**src/rtl/regfile_arb_pkg.sv**
```systemverilog
`default_nettype none
// +----------------------------------------------------------------------------+
// | Module   : regfile_arb_pkg                                                 |
// | Purpose  : Shared types and constants for the register-file write arbiter. |
// |            arb_state_t : current owner of the write port (IDLE/OWN_A/OWN_B)|
// |            req_id_t    : requester identifier (REQ_A / REQ_B)              |
// |            WORD_ALIGN_MASK : low address bits that must be zero for a word |
// | Revision : 1.0  initial release                                            |
// +----------------------------------------------------------------------------+
package regfile_arb_pkg;

   typedef enum logic [1:0] {
      IDLE  = 2'd0,
      OWN_A = 2'd1,
      OWN_B = 2'd2
   } arb_state_t;

   typedef logic req_id_t;

   localparam req_id_t    REQ_A           = 1'b0;
   localparam req_id_t    REQ_B           = 1'b1;
   localparam logic [1:0] WORD_ALIGN_MASK = 2'b11;

endpackage : regfile_arb_pkg
`default_nettype wire

```
**src/rtl/regfile_write_arbiter_rr_pick2.sv**
```systemverilog
`default_nettype none
// +----------------------------------------------------------------------------+
// | Module   : rr_pick2                                                        |
// | Purpose  : Combinational two-way round-robin pick with bounded burst.      |
// | Ports    : a_valid_i, b_valid_i  - requester pending flags                 |
// |            state_i               - current owner                           |
// |            burst_max_i           - owner has used its full burst           |
// |            last_served_i         - requester that transferred most recently|
// |            grant_a_o, grant_b_o  - one-hot (or zero) grant                 |
// | Revision : 1.0  initial release                                            |
// +----------------------------------------------------------------------------+
module rr_pick2
   import regfile_arb_pkg::*;
(
   input  logic       a_valid_i,
   input  logic       b_valid_i,
   input  arb_state_t state_i,
   input  logic       burst_max_i,
   input  req_id_t    last_served_i,
   output logic       grant_a_o,
   output logic       grant_b_o
);

   always_comb begin
      grant_a_o = 1'b0;
      grant_b_o = 1'b0;
      if (a_valid_i && b_valid_i) begin
         // Contention: an owner keeps the port until its burst is used up;
         // with no owner the requester not served last goes first.
         unique case (state_i)
            OWN_A: begin
               grant_a_o = ~burst_max_i;
               grant_b_o =  burst_max_i;
            end
            OWN_B: begin
               grant_b_o = ~burst_max_i;
               grant_a_o =  burst_max_i;
            end
            default: begin
               grant_a_o = (last_served_i == REQ_B);
               grant_b_o = (last_served_i == REQ_A);
            end
         endcase
      end else begin
         // A lone requester always wins, which also covers an owner that
         // drops valid while the other side is waiting.
         grant_a_o = a_valid_i;
         grant_b_o = b_valid_i;
      end
   end

endmodule : rr_pick2
`default_nettype wire

```
**src/rtl/regfile_write_arbiter.sv**
```systemverilog
`default_nettype none
// +----------------------------------------------------------------------------+
// | Module   : regfile_write_arbiter                                           |
// | Purpose  : Shares the register-file write port between ALU writeback (A)  |
// |            and load writeback (B). Round-robin with bounded burst, one    |
// |            registered output stage, misaligned word writes dropped.        |
// | Ports    : clk, rst (async, active-high)                                   |
// |            a_valid/a_addr/a_data/a_ready - requester A handshake           |
// |            b_valid/b_addr/b_data/b_ready - requester B handshake           |
// |            stall        - freeze grants and arbitration state              |
// |            RegWrite/write_reg/write_data - registered write port           |
// |            misalign_err - one-cycle pulse for a dropped misaligned write   |
// | Revision : 1.0  initial release                                            |
// +----------------------------------------------------------------------------+
module regfile_write_arbiter
   import regfile_arb_pkg::*;
#(
   parameter int ADDR_W    = 5,
   parameter int DATA_W    = 32,
   parameter int MAX_BURST = 4
)
(
   input  logic              clk,
   input  logic              rst,
   input  logic              a_valid,
   input  logic [ADDR_W-1:0] a_addr,
   input  logic [DATA_W-1:0] a_data,
   output logic              a_ready,
   input  logic              b_valid,
   input  logic [ADDR_W-1:0] b_addr,
   input  logic [DATA_W-1:0] b_data,
   output logic              b_ready,
   input  logic              stall,
   output logic              RegWrite,
   output logic [ADDR_W-1:0] write_reg,
   output logic [DATA_W-1:0] write_data,
   output logic              misalign_err
);

   localparam int               CNT_W   = $clog2(MAX_BURST + 1);
   localparam logic [CNT_W-1:0] MAX_CNT = CNT_W'(MAX_BURST);
   localparam logic [CNT_W-1:0] ONE_CNT = CNT_W'(1);

   arb_state_t        state_q, state_d;
   logic [CNT_W-1:0]  burst_q, burst_d;
   req_id_t           last_q,  last_d;

   logic              regwrite_q;
   logic [ADDR_W-1:0] wreg_q;
   logic [DATA_W-1:0] wdata_q;
   logic              misalign_q;

   logic              grant_a, grant_b;
   logic              xfer_a,  xfer_b, xfer;
   logic              burst_at_max;
   logic [CNT_W-1:0]  burst_inc;
   logic [ADDR_W-1:0] sel_addr;
   logic [DATA_W-1:0] sel_data;
   logic              sel_aligned;

   assign burst_at_max = (burst_q == MAX_CNT);
   assign burst_inc    = burst_at_max ? burst_q : (burst_q + ONE_CNT);

   rr_pick2 u_pick (
      .a_valid_i     (a_valid),
      .b_valid_i     (b_valid),
      .state_i       (state_q),
      .burst_max_i   (burst_at_max),
      .last_served_i (last_q),
      .grant_a_o     (grant_a),
      .grant_b_o     (grant_b)
   );

   // rst gates ready so a requester never sees a handshake that reset discards.
   assign a_ready = grant_a & ~stall & ~rst;
   assign b_ready = grant_b & ~stall & ~rst;
   assign xfer_a  = a_valid & a_ready;
   assign xfer_b  = b_valid & b_ready;
   assign xfer    = xfer_a | xfer_b;

   // ------------------------------------------------------------------------
   // Arbitration FSM
   // ------------------------------------------------------------------------
   always_ff @(posedge clk or posedge rst) begin
      if (rst) begin
         state_q <= IDLE;
         burst_q <= '0;
         last_q  <= REQ_B;
      end else begin
         state_q <= state_d;
         burst_q <= burst_d;
         last_q  <= last_d;
      end
   end

   always_comb begin
      state_d = state_q;
      burst_d = burst_q;
      last_d  = last_q;
      if (!stall) begin
         if (xfer_a) begin
            state_d = OWN_A;
            burst_d = (state_q == OWN_A) ? burst_inc : ONE_CNT;
            last_d  = REQ_A;
         end else if (xfer_b) begin
            state_d = OWN_B;
            burst_d = (state_q == OWN_B) ? burst_inc : ONE_CNT;
            last_d  = REQ_B;
         end else begin
            state_d = IDLE;
            burst_d = '0;
         end
      end
   end

   // ------------------------------------------------------------------------
   // Output stage
   // ------------------------------------------------------------------------
   assign sel_addr    = xfer_b ? b_addr : a_addr;
   assign sel_data    = xfer_b ? b_data : a_data;
   assign sel_aligned = ((sel_addr[1:0] & WORD_ALIGN_MASK) == 2'b00);

   always_ff @(posedge clk or posedge rst) begin
      if (rst) begin
         regwrite_q <= 1'b0;
         wreg_q     <= '0;
         wdata_q    <= '0;
         misalign_q <= 1'b0;
      end else if (xfer) begin
         // Misaligned writes still load address/data so the dropped write
         // is visible alongside misalign_err.
         regwrite_q <= sel_aligned;
         misalign_q <= ~sel_aligned;
         wreg_q     <= sel_addr;
         wdata_q    <= sel_data;
      end else begin
         regwrite_q <= 1'b0;
         misalign_q <= 1'b0;
      end
   end

   assign RegWrite     = regwrite_q;
   assign write_reg    = wreg_q;
   assign write_data   = wdata_q;
   assign misalign_err = misalign_q;

endmodule : regfile_write_arbiter
`default_nettype wire

```
**config.mk**
```make
export PLATFORM = sky130hd
export DESIGN_NAME = regfile_write_arbiter
export DESIGN_NICKNAME = d
export VERILOG_FILES = /design/src/rtl/regfile_arb_pkg.sv /design/src/rtl/regfile_write_arbiter_rr_pick2.sv /design/src/rtl/regfile_write_arbiter.sv
export SDC_FILE = /design/constraint.sdc
export NUM_CORES = 1
export LEC_CHECK = 0
export CORE_MARGIN = 3
export CORE_UTILIZATION = 39
export DETAILED_ROUTE_END_ITERATION = 12
export PLACE_DENSITY = 0.88
export REMOVE_ABC_BUFFERS = 1
export SETUP_SLACK_MARGIN = 0.3
export SYNTH_ARGS = -nofsm -noshare
export SYNTH_HDL_FRONTEND = slang
export SYNTH_SLANG_ARGS = --single-unit
```
**constraint.sdc**
```tcl
create_clock -name clk -period 2.2 [get_ports clk]
set_input_delay 0.44 -clock clk [delete_from_list [all_inputs] [get_ports clk]]
set_output_delay 0.44 -clock clk [all_outputs]
set_load 0.005 [all_outputs]
```
Word level (Yosys, flattened, before mapping)
Index checks and enable logic that the tools add are counted.
- register bits after elaboration: 45
- bitwise gates (word level): 12
- reductions and logical operators: 4
- equal/unequal tests: 3
- muxes and demuxes: 17
- $add $sub $neg: 1
- operator list (cell ; count):
    32-bit 2-to-1 mux ; 1
    3-bit 2-to-1 mux ; 5
    1-bit AND ; 6
    1-bit 2-to-1 mux ; 6
    5-bit 2-to-1 mux ; 1
    1-bit NOT ; 5
    2-bit 2-to-1 mux ; 2
    1-bit one-hot mux with 2 select lines ; 2
    3-bit by 1-bit adder with 3-bit output, second input constant ; 1
    3-bit == test, second input constant ; 1
    2-bit by 1-bit == test with 1-bit output, second input constant ; 1
    2-bit == test, second input constant ; 1
    2-bit zero test ; 1
    2-bit AND reduction ; 1
    2-bit nonzero test ; 1
    1-bit logical AND ; 1
    1-bit OR ; 1

Depth between registers and ports, before layout
Gate-level depths: netlist of run 1.
- depth in word-level cells: 11
- depth in mapped cells: 9
- gate-level depth less buffers: 8

Modules after synthesis
From an unflattened synthesis of run 1, not the netlist that was laid out.
- cell total of the unflattened synthesis: 185
- area, all modules: 2612.5 sq um
- by module, submodules not included (module ; seq. area each (sq um) ; cells an instance ; area an instance (sq um) ; times used):
    regfile_write_arbiter ; 1127.3 ; 173 ; 2518.7 ; 1
    rr_pick2 ; 0.0 ; 12 ; 93.8 ; 1

Worst setup path before layout of run 1
OpenSTA, ideal clock, no wires.
- kind: register to output
- start point: register burst_q[0]
- end point: output port b_ready
- cell stages (with the launch flop): 8
- slack: 0.251 ns
- data arrival time: 1.509 ns
- data required time: 1.760 ns
- cells stage by stage: dfrtp_1 inv_1 ha_1 and3_1 a211o_1 a21oi_2 buf_4 inv_1
- cells in the longest elaborated chain, start to end: 6
- RTL lines (what ; RTL line ; RTL):
    start: declaration ; regfile_write_arbiter.sv:45 ; logic [CNT_W-1:0] burst_q, burst_d;
    start signal: assignment ; regfile_write_arbiter.sv:91 ; burst_q <= burst_d;
    3-bit == test (*) ; regfile_write_arbiter.sv:61 ; assign burst_at_max = (burst_q == MAX_CNT);
    1-bit NOT ; regfile_write_arbiter_rr_pick2.sv:36 ; grant_b_o = ~burst_max_i;
    1-bit one-hot mux with 2 select lines (*) ; regfile_write_arbiter_rr_pick2.sv:30 ; unique case (state_i)
    1-bit 2-to-1 mux (*) ; regfile_write_arbiter_rr_pick2.sv:27 ; if (a_valid_i && b_valid_i) begin
    1-bit AND (*) (2 in a row) ; regfile_write_arbiter.sv:76 ; assign b_ready = grant_b & ~stall & ~rst;
    end: declaration ; regfile_write_arbiter.sv:32 ; output logic b_ready,
Mark *: on every way between the ends. The rest lies on a longest branch, timed or not.

Worst setup path in the final report of run 1
- start point: register state_q[1]
- end point: output port b_ready
- cells in the longest elaborated chain, start to end: 5
- elaborated cells between the ends (all ways): 6
- those cells by class: eq/ne: 2; mux: 2; bitwise: 2
- RTL lines (what ; RTL line ; RTL):
    start: declaration ; regfile_write_arbiter.sv:44 ; arb_state_t state_q, state_d;
    start signal: assignment ; regfile_write_arbiter.sv:90 ; state_q <= state_d;
    2-bit == test / 2-bit by 1-bit == test with 1-bit output (equally long branches) ; regfile_write_arbiter_rr_pick2.sv:30 ;
    1-bit one-hot mux with 2 select lines (*) ; regfile_write_arbiter_rr_pick2.sv:30 ;
    1-bit 2-to-1 mux (*) ; regfile_write_arbiter_rr_pick2.sv:27 ;
    1-bit AND (*) (2 in a row) ; regfile_write_arbiter.sv:76 ;
Marked as above.

==> results of run 1 <==
-- power breakdown --
| group | leakage (nW) | internal [mW] | switching (mW) |
|---|---|---|---|
| combinational | 1.14 | 1.02 | 0.556 |
| clock | 0.0395 | 0.226 | 0.278 |
| sequential | 0.516 | 1.14 | 0.170 |
-- final timing paths --
kind                                 start             end  slack (ps)
worst max-delay path            state_q[1]         b_ready          50
worst min register to register      last_q          last_q         530
min in group asynchronous              rst   write_data[5]         680
max in group asynchronous              rst        RegWrite        1020
worst min-delay path                last_q          last_q         530
worst max register to register  state_q[1]  write_data[13]         170
-- worst max-delay path: cells and delay by family (launching register included) --
family	cells	cell delay (ps)
flip-flops	1	410
adder cells (fa/ha/maj)	1	170
AND/OR/NAND/NOR	1	170
buffers and inverters	3	240
AO/OA/AOI/OAI	2	440
-- metrics by stage --
| step | setup WS (ps) | utilization [%] | hold WS, ps | TNS (ps) | total power [mW] |
|---|---|---|---|---|---|
| after CTS | 86.68 | 74.27 | 526.0 | 0 | 3.363 |
| final | 51.83 | 76.06 | 526.2 | 0 | 3.387 |
| after global placement | -201.5 | 67.52 | 489.4 | -294.0 | 2.665 |
| after detailed placement | -217.4 | 67.52 | 505.7 | -396.3 | 2.719 |
| after floorplan | -2488 | - | 479.0 | -107010 | 1.817 |
| after global routing | -18.45 | 76.06 | 547.9 | -18.45 | 3.609 |
-- logic make-up (layout without fill, tap and decap cells) --
family	count (synthesis)	count (layout)
AO/OA/AOI/OAI	56	56
AND/OR/NAND/NOR	53	53
flip-flops	45	45
multiplexers	38	38
buffers and inverters	23	163
adder cells (fa/ha/maj)	4	4
XOR/XNOR	1	1
-- layout by cell type (no fill, tap or decap), types with 4 or more instances in the layout --
cell type and count:
clkdlybuf4s50_1 116, dfrtp_1 44, nor2_1 40, a21oi_1 38, mux2i_1 37, buf_4 8
buf_12 8, inv_1 5, inv_2 5, clkbuf_8 5, nand2_1 4, buf_16 4
-- per-layer routing --
layer | global-route usage, % | up-vias | routed length [µm]
li1 | - | 1045 | -
met1 | 24.74 | 1052 | 2856
met2 | 39.10 | 90 | 3642
met3 | 7.346 | 17 | 581
met4 | 6.146 | 0 | 145
met5 | 0 | - | 0
-- area by class of cell --
class / count / area [µm²]
timing repair buffer: 145 / 1650
fill: 393 / 1277
sequential: 45 / 1127
multi-input combinational: 152 / 1075
tap: 70 / 87.58
clock buffer: 8 / 80.08
inverter: 10 / 37.54
-- repair_timing --
| item | 4_1_cts | 5_1_grt |
|---|---|---|
| gates cloned | 5 | 3 |
| pin swaps | 5 | 8 |
| endpoints found under the setup margin | 44 | 44 |
| resized for setup | 37 | 6 |
| setup buffers | 3 | 0 |
==> results.yml, run 1 <==
floorplan:
  initial_core_util_pct: 41.98
  ios: 120
  fp-row-count: 26
  dieHeight_um: 81.78
  die_area_um2: 6688
  die_w_um: 81.78
  coreArea_um2: 5335
cells_and_area:
  drive_gt1_share_pct: 14.17
  largest_reg_flops: 32
  fin_nets: 442
  diodes: 0
  stdcell_area_um2: 4058
  area_growth_syn_to_layout_pct: 81.17
  instances_no_fill: 430
route:
  ant_nets: 0
  wl_per_cell_um: 16.80
  vias: 2204
  drtIter0Drc: 69
  drc_errors: 0
  drt-total-wl_um: 7226
  routed_via_density: 5.126
  drtPass1Iterations: 4
yosys:
  synthDominantCellAreaShare_pct: 49.16
  ys_warn_count: 0
  synth-xor-area-share_pct: 0.3911
  async_flop_share_pct: 100.0
  syn_inst: 220
  ys_seq_elements: 45
  synth_top_flop_cell: "dfrtp_1"
  synth_top_family_by_area: "multiplexers"
  synth-compound-area-share_pct: 14.30
  yosysSeqAreaShare_pct: 50.34
  synthTopCellsByArea: "dfrtp_1 49%, mux2i_1 17%, a21oi_1 8.5%, nor2_1 6.7%, buf_4 2.3%"
  post-synth-top-count-cell: "dfrtp_1"
  syn_area_um2: 2240
  synthMuxAreaShare_pct: 16.98
  synth_area_leader_cell: "dfrtp_1"
  synth.distinct_cells: 30
  synthAdderAreaFrac_pct: 2.235
  synth_top_cells_by_count: "44 x dfrtp_1, 40 x nor2_1, 38 x a21oi_1, 38 x mux2i_1, 10 x inv_1"
  synth_edf_count: 0
  syn_area_per_cell_um2: 10.18
  synthSimpleGateAreaFrac_pct: 10.11
sta:
  tightestPinTransition_ps: 500.3
  post-route-period-util_pct: 97.64
  hold_violations: 0
  max_freq_ghz: 0.4655
  setup_viol: 0
  slew_violations: 0
  rsz0062_at_grt: "true"
  fin_crit_ps: 2148
  fin_skew_ps: 4.716
  slew_headroom_pct: 66.60
run:
  cap_violations: 0
placed_design:
  gp_congestion: 0.8216
  place_area_um2: 3602
  place_inst: 411
  portBuffers: 119
  hpwl_um: 4700
setup_path:
  slowest_stage: "dfrtp_1"
  worst-setup-path-type: "flop to output pin"
  worst_setup_path_start_kind: "flop"
  end_kind: "output pin"
  cp_data_required_time_ps: 1760
  rr_worst_depth: 11
  cp.arrival_ps: 1710
  crit_chain: "inv_1, ha_2, and3_4, a211o_1, a21oi_4, inv_2, buf_6"
  max_stage_delay_ps: 410
  path_max_fanout: 3
clock_tree:
  clk_latency_ps: 290
  clk_pin_slew_worst_paths_ps: 80
  cts_buffers: 5
  ctsHtreeMaxLevel: 2
  clock_sinks: 45
  cts_tree: "yes"
  cts_buffer_depth: 2
  cts_hold_buf: 0
  cts_root_buf: "clkbuf_8"
worst_hold_path:
  hold_path_class: "flop to flop"
  min_path_cells: 2
power_and_ir_drop:
  peakVddDrop_uv: 517.6
  p_per_area_nw_per_um2: 834.8
  leakage_nw: 1.691
grt:
  gr-total-overflow: 0
  grt_pass1_wl_um: 11200
  grt_use_total_pct: 21.89
  grt_pass1_vias: 2369
  grt_start_max_net_pins: 25
  antenna_found_initial: 0
outcome:
  status: "complete, no violations"
(Power assumes the default switching activity.)
==> run 2: changes to the inputs <==
--- a/config.mk
+++ b/config.mk
@@ -8,7 +8,7 @@
 export CORE_MARGIN = 3
 export CORE_UTILIZATION = 39
 export DETAILED_ROUTE_END_ITERATION = 12
-export PLACE_DENSITY = 0.88
+export PLACE_DENSITY = 0.86
 export REMOVE_ABC_BUFFERS = 1
 export SETUP_SLACK_MARGIN = 0.3
 export SYNTH_ARGS = -nofsm -noshare
==> run 2 against run 1 <==
Net effect:
- non-clock buffer count up 12
- first-iteration DRC count up 38%
- power up 2.7%
- critical path depth unchanged
- clock-buffer cell count down 1
- maximum frequency down 0.99%
- global-route usage down 0.25 points
- register-to-register slack worse by 70 ps
- final cell count up 2.8%
- worst setup slack worse by 22 ps
- routed wire length up 1.6%
- critical path type unchanged
==> results.yml, run 2 (synthesized netlist as in run 1, its figures left out) <==
run:
  cap_violations: 0
clock_tree:
  cts_buffer_depth: 2
  clk_pin_slew_worst_paths_ps: 80
  clk_latency_ps: 290
  ctsHtreeMaxLevel: 2
  cts_tree: "yes"
  cts_root_buf: "clkbuf_8"
  clock_sinks: 45
  cts_buffers: 5
route:
  drc_errors: 0
  drtPass1Iterations: 4
  drtIter0Drc: 95
  ant_nets: 0
  vias: 2224
  routed_via_density: 5.032
  drt-total-wl_um: 7344
  wl_per_cell_um: 16.62
setup_path:
  cp.arrival_ps: 1730
  path_max_fanout: 2
  worst_setup_path_start_kind: "flop"
  cp_data_required_time_ps: 1760
  end_kind: "output pin"
  worst-setup-path-type: "flop to output pin"
placed_design:
  place_inst: 411
  hpwl_um: 4717
  portBuffers: 119
  gp_congestion: 0.8334
cells_and_area:
  final_common_cell: "clkdlybuf4s50_1"
  layout_common_cells: "117 x clkdlybuf4s50_1, 44 x dfrtp_1, 39 x nor2_1"
  drive_gt1_share_pct: 19.62
  instances_no_fill: 442
  utilization_pct: 79.22
  diodes: 0
  fin_nets: 454
  fillerInstances: 361
  largest_reg_flops: 32
  area_growth_syn_to_layout_pct: 88.71
sta:
  holdWs_ps: 543.5
  slew_violations: 0
  hold_violations: 0
  setup_viol: 0
  slew_headroom_pct: 72.87
  fin_crit_ps: 2170
  tightestPinTransition_ps: 406.3
  post-route-period-util_pct: 98.62
  fin_skew_ps: 6.876
  max_freq_ghz: 0.4609
  rsz0062_at_grt: "true"
grt:
  gr-total-overflow: 0
  grt_pass1_vias: 2224
  antenna_found_initial: 0
  grt_pass1_wl_um: 10850
  grt_start_max_net_pins: 30
  grt_use_total_pct: 21.65
power_and_ir_drop:
  power_mw: 3.479
  peakVddDrop_uv: 525.6
  leakage_nw: 1.765
  p_per_area_nw_per_um2: 823.2
worst_hold_path:
  hold_path_class: "flop to flop"
floorplan:
  dieHeight_um: 81.78
  die_area_um2: 6688
  coreArea_um2: 5335
  ios: 120
  die_w_um: 81.78
  initial_core_util_pct: 41.98
  fp-row-count: 26
outcome:
  status: "complete, no violations"
==> run 2: worst paths after layout <==
path	cells after the start	start	endpoint	slack [ps]
worst min register to register	1	state_q[0]	state_q[0]	540
worst min-delay path	1	state_q[0]	state_q[0]	540
max in group asynchronous	4	rst	write_data[13]	1020
min in group asynchronous	3	rst	write_data[28]	700
worst max-delay path	7	state_q[1]	b_ready	30
worst max register to register	11	state_q[1]	write_data[11]	100
==> run 2: through the flow <==
step | TNS, ps | setup slack, ps | cell area, µm²
2_1_floorplan | -107010 | -2488 | 2151
3_3_place_gp | -303.9 | -194.2 | 3590
6_report | 0 | 30.30 | 4227
5_1_grt | -1.264 | -1.264 | 4227
3_5_place_dp | -1902 | -254.5 | 3590
4_1_cts | 0 | 106.9 | 4081
==> run 2: per-layer routing <==
metal  GRT usage, %  vias to the layer above  part of all wire, %
met4          4.983                        0                 0.65
met5              0                        -                    0
met1          25.82                     1063                   40
li1               -                     1073                    -
met2          39.34                       82                   53
met3          4.934                        6                  6.7
==> run 2: what timing repair did <==
| item | CTS | global route |
|---|---|---|
| gates resized for setup | 44 | 17 |
| gates cloned | 5 | 1 |
| hold buffers | 0 | 0 |
| setup buffers | 12 | 5 |
| pin swaps | 14 | 32 |
| endpoints found under the setup margin | 44 | 46 |
==> run 2: area by class of cell <==
cell class / count / area, µm² / share of cell area (%)
Clock buffer: 7 / 96.34 / 2.279
Multi-Input combinational cell: 152 / 1127 / 26.67
Tap cell: 70 / 87.58 / 2.072
Timing Repair Buffer: 157 / 1745 / 41.30
Clock inverter: 1 / 5.005 / 0.1184
Inverter: 10 / 37.54 / 0.8881
Sequential cell: 45 / 1127 / 26.67
==> run 2: report_power, final <==
part	total [mW]	internal [mW]	switching (mW)
logic	1.61	1.04	0.567
registers	1.32	1.14	0.182
clock network	0.553	0.284	0.269
==> run 2: critical path: stages, from the launching register on <==
cell and delay (ps):
dfrtp_1 390, inv_1 70, ha_2 180, and3_4 170, a211o_1 300, a21oi_4 150, inv_2 50, buf_2 120
